## src/rtl/nes_pkg.sv

```systemverilog
// Shared NES memory-map constants and the OAM DMA sequencer state type.
package nes_pkg;

  localparam logic [15:0] PPU_REG_BASE = 16'h2000;
  localparam logic [15:0] OAMDATA_ADDR = 16'h2004;
  localparam logic [15:0] DMA_REG_ADDR = 16'h4014;

  typedef enum logic [2:0] {
    IDLE,
    HALT,
    ALIGN,
    GET,
    PUT
  } dma_state_t;

endpackage

```

## src/rtl/oam_dma_controller.sv

```systemverilog
// Sprite OAM DMA: on a $4014 write, halts the 6502 and copies page P into
// OAMDATA with alternating get/put CPU cycles, gets always on even cycles.
module oam_dma_controller #(
  parameter logic [15:0] DMA_REG_ADDR = nes_pkg::DMA_REG_ADDR,
  parameter logic [15:0] OAMDATA_ADDR = nes_pkg::OAMDATA_ADDR
) (
  input  logic        clk,
  input  logic        reset,
  input  logic        cpu_ce,
  input  logic [15:0] cpu_addr,
  input  logic [7:0]  cpu_dout,
  input  logic        cpu_we,
  output logic        cpu_halt,
  output logic        dma_active,
  output logic [15:0] dma_addr,
  output logic        dma_rd,
  output logic        dma_we,
  input  logic [7:0]  mem_din,
  output logic [7:0]  dma_dout,
  output logic        dma_done
);

  nes_pkg::dma_state_t state;
  logic       odd;
  logic [7:0] idx;
  logic [7:0] page_q;
  logic [7:0] data_q;
  logic       trigger;

  assign trigger = cpu_we && (cpu_addr == DMA_REG_ADDR);

  always_ff @(posedge clk) begin
    if (reset) begin
      state    <= nes_pkg::IDLE;
      odd      <= 1'b0;
      idx      <= 8'h00;
      page_q   <= 8'h00;
      data_q   <= 8'h00;
      dma_done <= 1'b0;
    end else if (cpu_ce) begin
      odd      <= ~odd;
      dma_done <= 1'b0;
      unique case (state)
        nes_pkg::IDLE: begin
          if (trigger) begin
            state  <= nes_pkg::HALT;
            page_q <= cpu_dout;
            idx    <= 8'h00;
          end
        end
        // An odd HALT cycle means the next cycle is even and can be a get.
        nes_pkg::HALT:  state <= odd ? nes_pkg::GET : nes_pkg::ALIGN;
        nes_pkg::ALIGN: state <= nes_pkg::GET;
        nes_pkg::GET:   state <= nes_pkg::PUT;
        nes_pkg::PUT: begin
          data_q <= mem_din;
          idx    <= idx + 8'd1;
          if (idx == 8'hFF) begin
            state    <= nes_pkg::IDLE;
            dma_done <= 1'b1;
          end else begin
            state <= nes_pkg::GET;
          end
        end
        default: state <= nes_pkg::IDLE;
      endcase
    end
  end

  assign cpu_halt   = (state != nes_pkg::IDLE);
  assign dma_active = (state != nes_pkg::IDLE);
  assign dma_rd     = (state == nes_pkg::GET);
  assign dma_we     = (state == nes_pkg::PUT);

  always_comb begin
    dma_addr = 16'h0000;
    dma_dout = 8'h00;
    if (state == nes_pkg::GET) begin
      dma_addr = {page_q, idx};
    end else if (state == nes_pkg::PUT) begin
      dma_addr = OAMDATA_ADDR;
      dma_dout = mem_din;
    end
  end

endmodule
```

## config.mk

```make
export PLATFORM = sky130hd
export DESIGN_NAME = oam_dma_controller
export DESIGN_NICKNAME = d
export VERILOG_FILES = /design/src/rtl/nes_pkg.sv /design/src/rtl/oam_dma_controller.sv
export SDC_FILE = /design/constraint.sdc
export NUM_CORES = 1
export LEC_CHECK = 0
export ABC_CLOCK_PERIOD_IN_PS = 3000
export BUFFER_PORTS_ARGS = -buffer_cell sky130_fd_sc_hd__buf_2
export CAP_MARGIN = 10
export CORE_ASPECT_RATIO = 1.25
export CORE_UTILIZATION = 45
export CTS_CLUSTER_SIZE = 24
export DETAILED_ROUTE_END_ITERATION = 8
export PLACE_DENSITY = 0.78
export SYNTH_ARGS = -nofsm -noshare
export SYNTH_HDL_FRONTEND = slang
export SYNTH_SLANG_ARGS = --single-unit
```

## constraint.sdc

```tcl
create_clock -name clk -period 3 [get_ports clk]
set_input_delay 0.3 -clock clk [delete_from_list [all_inputs] [get_ports clk]]
set_output_delay 0.3 -clock clk [all_outputs]
set_load 0.005 [all_outputs]
```

==> results of run 1 <==
-- layout make-up --
cell class / count / share of cell area
multi-input cells: 134 / 0.5161
flip-flops and latches: 21 / 0.2405
clock buffers: 4 / 0.01503
well taps: 36 / 0.02577
inverters: 3 / 0.006442
repair buffers: 67 / 0.1961
-- cell usage in the layout (no fill, tap or decap), types with 5 or more instances in the layout --
cell type,Yosys,final
and2_1,16,16
and3_1,13,13
dfxtp_1,21,21
buf_2,4,64
nand2_1,32,32
mux2i_1,12,12
nor2_1,5,5
nand3_1,5,5
-- worst max-delay path by stage --
stage	start	end	slack, ns	cells past startpoint
floorplan	state[0]$_SDFFE_PP0P_	page_q[0]$_SDFFE_PP0P_	1.48	4
global placement	cpu_ce	page_q[2]$_SDFFE_PP0P_	1.02	5
detailed placement	cpu_ce	page_q[2]$_SDFFE_PP0P_	0.96	5
CTS	state[0]$_SDFFE_PP0P_	dma_we	0.94	4
global route	state[0]$_SDFFE_PP0P_	dma_we	0.77	4
finish	state[0]$_SDFFE_PP0P_	dma_we	0.91	4
-- critical path: stages (launching register included) --
cell,delay [ns]
dfxtp_1,0.41
nor2_1,0.50
nand2_1,0.22
inv_1,0.20
buf_2,0.15
-- sequential cells by signal, indices dropped and copies added, names as in the netlist --
| name | count |
|---|---|
| idx | 8 |
| odd | 1 |
| dma_done | 1 |
| page_q | 8 |
| state | 3 |
-- routing by layer --
| layer | GRT usage | wire length [um] | vias to the layer above |
|---|---|---|---|
| li1 | - | - | 726 |
| met1 | 0.2590 | 1391 | 657 |
| met5 | 0 | 0 | - |
| met3 | 0.03286 | 325 | 6 |
| met2 | 0.4135 | 1773 | 84 |
| met4 | 0.08108 | 51 | 0 |
-- cells by family after synthesis --
| logic type | synth area share |
|---|---|
| AO/OA/AOI/OAI | 0.1115 |
| XOR/XNOR | 0.01249 |
| adder cells (fa/ha/maj) | 0.008919 |
| buffers and inverters | 0.05709 |
| flip-flops | 0.2997 |
| multiplexers | 0.09367 |
| AND/OR/NAND/NOR | 0.4166 |
-- metrics by stage --
stage | worst slack (ns) | power, uW | std cells | cell area, um^2 | utilization
after floorplan | 1.481 | 305.8 | 171 | 1403 | -
after global placement | 1.025 | 330.5 | 261 | 1722 | 0.5845
after detailed placement | 0.9571 | 331.0 | 261 | 1722 | 0.5845
after CTS | 0.9374 | 465.0 | 265 | 1748 | 0.5935
after global routing | 0.7688 | 485.0 | 265 | 1748 | 0.5935
final | 0.9145 | 465.2 | 265 | 1748 | 0.5935
-- power groups by stage --
stage / combinational [uW] / clock [uW] / sequential, uW
floorplan: 18.6 / 0 / 287
global placement: 43.2 / 0 / 287
detailed placement: 43.7 / 0 / 287
CTS: 44.2 / 140 / 281
global route: 48.3 / 155 / 281
finish: 43.9 / 140 / 281
==> run metrics, run 1 <==
Worst Setup Path Type=flop to output port; Seq/Total Area, Yosys=0.2997; Setup TNS=0 ns; Starting Density=0.4762; H-tree levels=1; final WL=approximately 3.5 mm; Reg-to-Reg End=idx[5]$_SDFFE_PP0P_; Worst EP required=between 2 and 3 ns; cell taking the most area after synthesis=dfxtp_1; Hold Crit Depth=3; Final Max Tran Viols=0; Clock Skew=0.001641 ns; RSZ-0062 raised after global routing=false; row count=22; share of cells above drive strength 1=0.3493; hold path startpoint=cpu_dout[0]; Commonest cells post-synth=nand2_1 (32), dfxtp_1 (21), and2_1 (16), and3_1 (13), mux2i_1 (12); Post-CTS Hold Fix Bufs=0; multi-input gate area in the final layout=about 900 um^2; Logic pwr share=0.094; worst hold endpoint=page_q[0]$_SDFFE_PP0P_; Flop pwr share=0.604; synthesized flop and latch total=21; fraction of registers with async set/reset=0; launch point of the worst reg-to-reg path=state[0]$_SDFFE_PP0P_; Crit. End Element=output port; top-count cell post-synth=nand2_1; Net Sw Frac=0.2358; top cell type's share of synthesized area=0.2997; Worst-path clk slew=approximately 0.12 ns; CTS max path bufs=2; status=completed; io pins=65; CP startpoint kind=flop; period utilisation layout=0.6952; Nets=between 200 and 300; main area contributors after synthesis=dfxtp_1 (30%), mux2i_1 (8.6%), nand2_1 (8.6%); TritonCTS Buffers=3; DR vias/cell=approximately 5.6; total grt overflow=0; Pint=around 360 uW; vias in the first global route=~1,400; predominant post-synthesis flop cell=dfxtp_1; EDFF count, synth=0; slew margin rel.=0.6116; Static Leak=about 0.00084 uW; cts repair resizes=0; FF-to-FF path depth=4; crit path max fanout=11; Mapped Area=around 0.0014 mm^2; minimum clock period=2.085 ns; gpl congestion=around 0.85; Die Ht=64.42 um; largest net degree at the start of global routing=22; CORE AREA=between 0.002 and 0.003 mm^2; MaxCap Viol Count=0; DR iter-0 viols=between 40 and 50; Peak VDD IR=between 0.00015 and 0.0002 V; number of nets with antenna violations after routing=0; Yosys Warn Count=0; WHS=approximately 0.22 ns; Layout Area Growth over Synthesis=24.62%; worst skew pair latency=between 0.3 and 0.4 ns; total number of vias=about 1,500; port buffer count=64; Max Clock Freq=0.4795 GHz; CTS Sinks=21; critical path arrival=1.79 ns; Min-Delay Path Class=input port to flop; filler cell count=around 290; Final Hold Fails=0; syn avg cell area=about 8.2 um^2; DRT Pass-1 Iters=4; wire length per cell=around 13 um; initial antenna violation count=0; Die Wd=51.94 um; Post-Synthesis Cells=~170; antenna cells=0; register area=roughly 420 um^2; clock group share of total power=0.302; Slew @ Worst Pin=0.5805 ns; Final setup viols=0; placed wire-length estimate=2.634 mm; CTS root buffer=clkbuf_4; P_sw=approximately 110 uW; Syn Nets=208; CTS tree=done; Distinct cells, synth=just under 50; # DRC=0; Worst R2R Setup Slack=around 1.2 ns; pwr/cell area=~270 mW/mm^2; global-route wire length before repair=a little under 6 mm; Post-CTS Setup Bufs=0; die area=roughly 0.0033 mm^2; gr usage total=0.2272
Power figures use the tool's default switching activity.
==> inputs of run 2 (changes only) <==
Settings changed: ABC_AREA set to 1, ABC_CLOCK_PERIOD_IN_PS 3000 to 2100, PLACE_DENSITY 0.78 to 0.79.
Clock period 3 ns to 2.1 ns, I/O delays scaled along.
==> run 2 against run 1 <==
Effect of this change: setup slack got worse by 0.63 ns; first-iteration DRC count fell by 14%; sequential power rose by 42%; register-to-register slack got worse by 0.63 ns; wire length fell by 17%; via count fell by 0.20%; combinational power rose by 22%; die area fell by 7.0%; clock-buffer cell count did not move; largest power group unchanged; synthesized cell count rose by 30%; synthesized area fell by 7.2%.
==> run metrics, run 2 <==
placed cell count=315 (was 261); cell taking the most area after synthesis=dfxtp_1 (unchanged); Static Leak=0.0008937 uW (was 0.0008393 uW); Commonest cells post-synth=nor2_1 (60), nand2_1 (54), inv_1 (34), dfxtp_1 (21), nand3_1 (17) (was nand2_1 (32), dfxtp_1 (21), and2_1 (16), and3_1 (13), mux2i_1 (12)); Seq/Total Area, Yosys=0.3231 (was 0.2997); Post-CTS Hold Fix Bufs=0 (unchanged); CP startpoint kind=flop (unchanged); Min-Delay Path Class=input port to flop (unchanged); Clock Skew=0.007272 ns (was 0.001641 ns); Net Sw Frac=0.2220 (was 0.2358); CTS Sinks=21 (unchanged); Flop pwr share=0.619 (was 0.604); predominant post-synthesis flop cell=dfxtp_1 (unchanged); Syn Nets=260 (was 208); status=completed (unchanged); RSZ-0062 raised after global routing=false (unchanged); Final Instance Count excl. Fillers=319 (was 265); largest net degree at the start of global routing=17 (was 22); initial antenna violation count=0 (unchanged); Worst-path clk slew=0.11 ns (was 0.12 ns); syn avg cell area=5.835 um^2 (was 8.202 um^2); CORE AREA=0.002706 mm^2 (was 0.002945 mm^2); commonest cells after routing, fill and taps aside=buf_2 (64), nor2_1 (60), nand2_1 (54) (was buf_2 (64), nand2_1 (32), dfxtp_1 (21)); Final Hold Fails=0 (unchanged); number of nets with antenna violations after routing=0 (unchanged); Worst EP required=1.89 ns (was 2.70 ns); # DRC=0 (unchanged); Nets=323 (was 267); vias in the first global route=1,318 (was 1,386); Post-CTS Setup Bufs=0 (unchanged); DR vias/cell=4.608 (was 5.558); gpl congestion=0.8769 (was 0.8464); Final setup viols=0 (unchanged); gr usage total=0.2109 (was 0.2272); pwr/cell area=389.6 mW/mm^2 (was 266.1 mW/mm^2); clock group share of total power=0.298 (was 0.302); minimum clock period=1.812 ns; WHS=0.1156 ns (was 0.2169 ns); Worst R2R Setup Slack=0.53 ns (was 1.16 ns); Distinct cells, synth=23 (was 49); top-count cell post-synth=nor2_1 (was nand2_1); final WL=2.954 mm (was 3.541 mm); Crit. Startpoint=state[0]$_SDFFE_PP0P_ (unchanged); io pins=65 (unchanged); total number of vias=1,470 (was 1,473); Die Ht=62.12 um (was 64.42 um); Die Wd=50.10 um (was 51.94 um); Reg-to-Reg End=state[1]$_SDFFE_PP0P_ (was idx[5]$_SDFFE_PP0P_); total grt overflow=0 (unchanged); CTS tree=done (unchanged); P_sw=143.5 uW (was 109.7 uW); CTS root buffer=clkbuf_4 (unchanged); Hold Crit Depth=3 (unchanged); top cell type's share of synthesized area=0.3231 (was 0.2997); Setup TNS=0 ns (unchanged); placed wire-length estimate=2.327 mm (was 2.634 mm); hold path startpoint=cpu_dout[3] (was cpu_dout[0]); wire length per cell=9.260 um (was 13.36 um); worst skew pair latency=0.31 ns (about the same); CTS max path bufs=2 (unchanged); crit path buf inv count=2 (unchanged); most common cell after layout, fill and taps aside=buf_2 (unchanged); Yosys Warn Count=0 (unchanged); filler cell count=285 (was 288); fin util=0.6130 (was 0.5935); DRT Pass-1 Iters=4 (unchanged); antenna cells=0 (unchanged); critical path arrival=1.60 ns (was 1.79 ns); TritonCTS Buffers=3 (unchanged); launch point of the worst reg-to-reg path=state[0]$_SDFFE_PP0P_ (unchanged); Final Max Tran Viols=0 (unchanged); period utilisation layout=0.8629; Worst Setup Path Type=flop to output port (unchanged); delay-heaviest family, CP=simple AND/OR/NAND/NOR gates (unchanged); port buffer count=64 (unchanged); Max Clock Freq=0.5518 GHz; share of cells above drive strength 1=0.2632 (was 0.3493); MaxCap Viol Count=0 (unchanged); synthesized flop and latch total=21 (unchanged); Logic pwr share=0.083 (was 0.094); EDFF count, synth=0 (unchanged); Starting Density=0.4808 (was 0.4762); Post-Synthesis Cells=223 (was 171); die area=0.003112 mm^2 (was 0.003346 mm^2); FF-to-FF path depth=7 (was 4); CP peak stage delay=0.36 ns (was 0.50 ns); global-route wire length before repair=5.209 mm (was 5.830 mm); Pint=502.9 uW (was 355.5 uW); Largest regs=idx: 8 flops, page_q: 8 flops, state: 3 flops (unchanged); cts repair resizes=0 (unchanged); Slowest cell on crit path=dfxtp_1 (was nor2_1); row count=21 (was 22); H-tree levels=1 (unchanged); crit path max fanout=16 (was 11); Peak VDD IR=0.0003254 V (was 0.0001947 V); CP Cell Sequence=nor2_1, nand2_1, inv_1, buf_2 (unchanged); main area contributors after synthesis=dfxtp_1 (32%), nor2_1 (17%), nand2_1 (16%) (was dfxtp_1 (30%), mux2i_1 (8.6%), nand2_1 (8.6%)); fraction of registers with async set/reset=0 (unchanged); worst hold endpoint=page_q[3]$_SDFFE_PP0P_ (was page_q[0]$_SDFFE_PP0P_); slew margin rel.=0.6775 (was 0.6116); Mapped Area=0.001301 mm^2 (was 0.001403 mm^2); DR iter-0 viols=37 (was 43); Layout Area Growth over Synthesis=27.50% (was 24.62%); Slew @ Worst Pin=0.4801 ns (was 0.5805 ns); Crit. End Element=output port (unchanged)
run 2: cell count changes after synthesis, sizes merged, moves of 4 or more:
cell | before | now
and3 | 13 | 0
nand2 | 33 | 55
inv | 2 | 35
buf | 8 | 4
a21oi | 3 | 13
and2 | 16 | 0
nor2 | 5 | 61
nand3 | 6 | 18
mux2i | 12 | 0
run 2: power by group through the flow:
stage	Sequential, uW	Combinational (uW)	Clock, uW
2_1_floorplan	409	19.5	0
3_3_place_gp	409	52.7	0
3_5_place_dp	409	53.7	0
4_1_cts	400	53.9	201
5_1_grt	400	61.7	222
6_report	400	53.5	193
run 2: metal layers:
metal	GRT usage	share of wire	up-vias	wire length [um]
met4	0.1214	0.019	0	57
met5	0	0	-	0
li1	-	-	794	-
met3	0.03186	0.082	5	241
met1	0.2458	0.45	607	1331
met2	0.3550	0.45	64	1323
run 2: how the worst max path moves through the flow:
stage | endpoint | slack (ns) | cells past startpoint
after floorplan | dma_addr[13] | 0.72 | 5
after global placement | idx[0]$_SDFFE_PP0P_ | 0.53 | 7
after detailed placement | idx[0]$_SDFFE_PP0P_ | 0.47 | 7
after CTS | dma_we | 0.27 | 4
after global routing | dma_we | 0.15 | 4
final | dma_we | 0.29 | 4
run 2: logic make-up (layout without fill, tap and decap cells):
kind of cell	count (synthesis)	count (layout)	share of synthesized area
AO/OA/AOI/OAI	17	17	0.06538
XOR/XNOR	1	1	0.006732
adder cells (fa/ha/maj)	1	1	0.009614
buffers and inverters	43	105	0.1365
flip-flops	21	21	0.3231
AND/OR/NAND/NOR	140	140	0.4587
run 2: worst reg2reg max path: stages, from the launching register on:
cell and delay, ns:
dfxtp_1 0.36, nor2_1 0.19, nand2_1 0.32, inv_1 0.26
nand2_1 0.10, nand3_1 0.07, nand2_1 0.05, a21oi_1 0.14
run 2: final cells by class:
type	instances	area, um^2	share of cell area
multi-input cells	159	703.2	0.4238
flip-flops and latches	21	420.4	0.2534
repair buffers	66	335.3	0.2021
inverters	35	131.4	0.07919
well taps	34	42.54	0.02564
clock buffers	4	26.28	0.01584
run 2: per-stage QoR:
step	worst slack (ns)	power [uW]	area, um^2
after floorplan	0.7240	428.5	1301
after global placement	0.5339	461.7	1633
after detailed placement	0.4712	462.8	1633
after CTS	0.2670	654.9	1659
after global routing	0.1517	684.1	1659
final	0.2878	646.4	1659
==> inputs of run 3 (changes only) <==
--- a/config.mk
+++ b/config.mk
@@ -8,3 +8,3 @@
 export ABC_AREA = 1
-export ABC_CLOCK_PERIOD_IN_PS = 2100
+export ABC_CLOCK_PERIOD_IN_PS = 1800
 export BUFFER_PORTS_ARGS = -buffer_cell sky130_fd_sc_hd__buf_2
@@ -12,2 +12,3 @@
 export CORE_ASPECT_RATIO = 1.25
+export CORE_MARGIN = 1
 export CORE_UTILIZATION = 45
==> constraint.sdc (replaced) <==
create_clock -name clk -period 1.8 [get_ports clk]
set_input_delay 0 -clock clk [delete_from_list [all_inputs] [get_ports clk]]
set_output_delay 0 -clock clk [all_outputs]
set_load 0.005 [all_outputs]
==> run 3 against run 2 <==
Effect of this change: final area rose by 5.9%; clock-buffer cell count did not move; global-route usage rose by 0.62 points; largest cell class unchanged; sequential share of layout area fell by 1.4 points; register-to-register slack got worse by 0.16 ns; utilization rose by 3.6 points; die area did not move; non-clock buffer count rose by 10; hold slack got worse by 0.11 ns; setup slack got worse by 0.0026 ns; clock skew fell by 0.0058 ns; combinational power rose by 47%.
==> run metrics, run 3 (synthesized netlist as in run 2, its figures left out) <==
status=completed (unchanged); Die Ht=62.12 um (unchanged); CP startpoint kind=flop (unchanged); pre-CTS WS=0.3459 ns (was 0.4712 ns); DR iter-0 viols=43 (was 37); CP peak stage delay=0.36 ns (about the same); commonest cells after routing, fill and taps aside=buf_2 (64), nor2_1 (60), nand2_1 (54) (unchanged); CTS tree=done (unchanged); TritonCTS Buffers=3 (unchanged); gpl congestion=0.8845 (was 0.8769); antenna cells=0 (unchanged); share of cells above drive strength 1=0.2576 (was 0.2632); pwr/cell area=439.3 mW/mm^2 (was 389.6 mW/mm^2); final setup margin=0.2852 ns (was 0.2878 ns); Static Leak=0.0009355 uW (was 0.0008937 uW); CORE AREA=0.002706 mm^2 (unchanged); RSZ-0062 raised after global routing=false (unchanged); Worst EP required=1.80 ns (was 1.89 ns); CTS max path bufs=2 (unchanged); port buffer count=64 (unchanged); Min-Delay Path Class=input port to flop (unchanged); io pins=65 (unchanged); Power Total=771.8 uW (was 646.4 uW); gr usage total=0.2171 (was 0.2109); Largest regs=idx: 8 flops, page_q: 8 flops, state: 3 flops (unchanged); minimum clock period=between 1.5 and 2 ns; Max Clock Freq=about 0.66 GHz; DR vias/cell=4.650 (was 4.608); DRT Pass-1 Iters=4 (unchanged); CTS root buffer=clkbuf_4 (unchanged); global-route wire length before repair=5.437 mm (was 5.209 mm); CTS Sinks=21 (unchanged); number of nets with antenna violations after routing=0 (unchanged); Layout Area Growth over Synthesis=35.00% (was 27.50%); Worst-path clk slew=0.11 ns (about the same); most common cell after layout, fill and taps aside=buf_2 (unchanged); slew margin rel.=0.6343 (was 0.6775); Post-DP Area=0.001640 mm^2 (was 0.001633 mm^2); initial antenna violation count=0 (unchanged); Worst Setup Path Type=flop to output port (unchanged); row count=21 (unchanged); Final Hold Fails=0 (unchanged); Setup TNS=0 ns (unchanged); Crit. End Element=output port (unchanged); CP Cell Sequence=nor2_1, nand2_1, buf_4, o21ai_0, buf_2 (was nor2_1, nand2_1, inv_1, buf_2); total number of vias=1,530 (was 1,470); Die Wd=50.10 um (unchanged); Post-CTS Setup Bufs=0 (unchanged); critical path arrival=1.51 ns (was 1.60 ns); period utilisation layout=0.8415; # DRC=0 (unchanged); Clock Skew=0.001456 ns (was 0.007272 ns); crit path max fanout=9 (was 16); Slowest cell on crit path=dfxtp_1 (unchanged); cts repair resizes=0 (unchanged); total grt overflow=0 (unchanged); delay-heaviest family, CP=simple AND/OR/NAND/NOR gates (unchanged); Post-CTS Hold Fix Bufs=9 (was 0); vias in the first global route=1,348 (was 1,318); Slew @ Worst Pin=0.5444 ns (was 0.4801 ns); Starting Density=0.4808 (unchanged); Peak VDD IR=0.0003786 V (was 0.0003254 V); H-tree levels=1 (unchanged); largest net degree at the start of global routing=17 (unchanged); crit path buf inv count=2 (unchanged); Final Max Tran Viols=0 (unchanged); wire length per cell=9.611 um (was 9.260 um); MaxCap Viol Count=0 (unchanged); Final setup viols=0 (unchanged); Nets=333 (was 323); placed wire-length estimate=2.352 mm (was 2.327 mm); final WL=3.162 mm (was 2.954 mm); die area=0.003112 mm^2 (unchanged); Layout Cell Area excl Fill=0.001757 mm^2 (was 0.001659 mm^2); worst skew pair latency=0.30 ns (was 0.31 ns)
## run 3: cell count changes in the layout (fill, tap and decap cells not counted), sizes merged
cell	delta
dlygate4sd3	+9
buf	+1
## run 3: power by group
group          internal, uW  total (uW)  switching (uW)
combinational          46.6        78.8            32.2
clock                  86.5         226             140
sequential              466         467           0.367
## run 3: area by class of cell
cell class | count | area [um^2]
flip-flops and latches | 21 | 420.4
inverters | 35 | 131.4
clock buffers | 4 | 26.28
well taps | 34 | 42.54
multi-input cells | 159 | 703.2
fillers | 265 | 949.7
repair buffers | 76 | 432.9
## run 3: worst reg2reg max path: stages, from the launching register on
cell and delay (ns):
dfxtp_1 0.36, nor2_1 0.20, nand2_1 0.13, nand2_1 0.13
nand2_2 0.16, nand2_1 0.20, nand2_1 0.07, a21oi_1 0.13
## run 3: routing by layer
layer	vias up	share of wire	track usage	wire length, um
met5	-	0	0	0
met4	0	0.0098	0.06786	31
met3	4	0.072	0.03186	228
met2	69	0.49	0.4033	1536
met1	642	0.43	0.2432	1366
li1	815	-	-	-
## run 3: metrics by stage
stage | hold WS [ns] | instances | utilization
finish | 0.009736 | 329 | 0.6491
detailed placement | 0.2265 | 316 | 0.6061
CTS | 0.0007793 | 329 | 0.6491
global placement | 0.2224 | 316 | 0.6061
global route | 0.01054 | 329 | 0.6491
floorplan | 0.07071 | 223 | -
## run 3: worst paths after layout
| path | start | endpoint | slack, ns | cells after the start |
|---|---|---|---|---|
| worst max-delay path | state[0]$_SDFFE_PP0P_ | dma_addr[13] | 0.29 | 5 |
| worst min-delay path | cpu_ce | odd$_SDFFE_PP0P_ | 0.01 | 3 |
| worst max register to register | state[0]$_SDFFE_PP0P_ | idx[6]$_SDFFE_PP0P_ | 0.37 | 7 |
| worst min register to register | odd$_SDFFE_PP0P_ | odd$_SDFFE_PP0P_ | 0.49 | 2 |
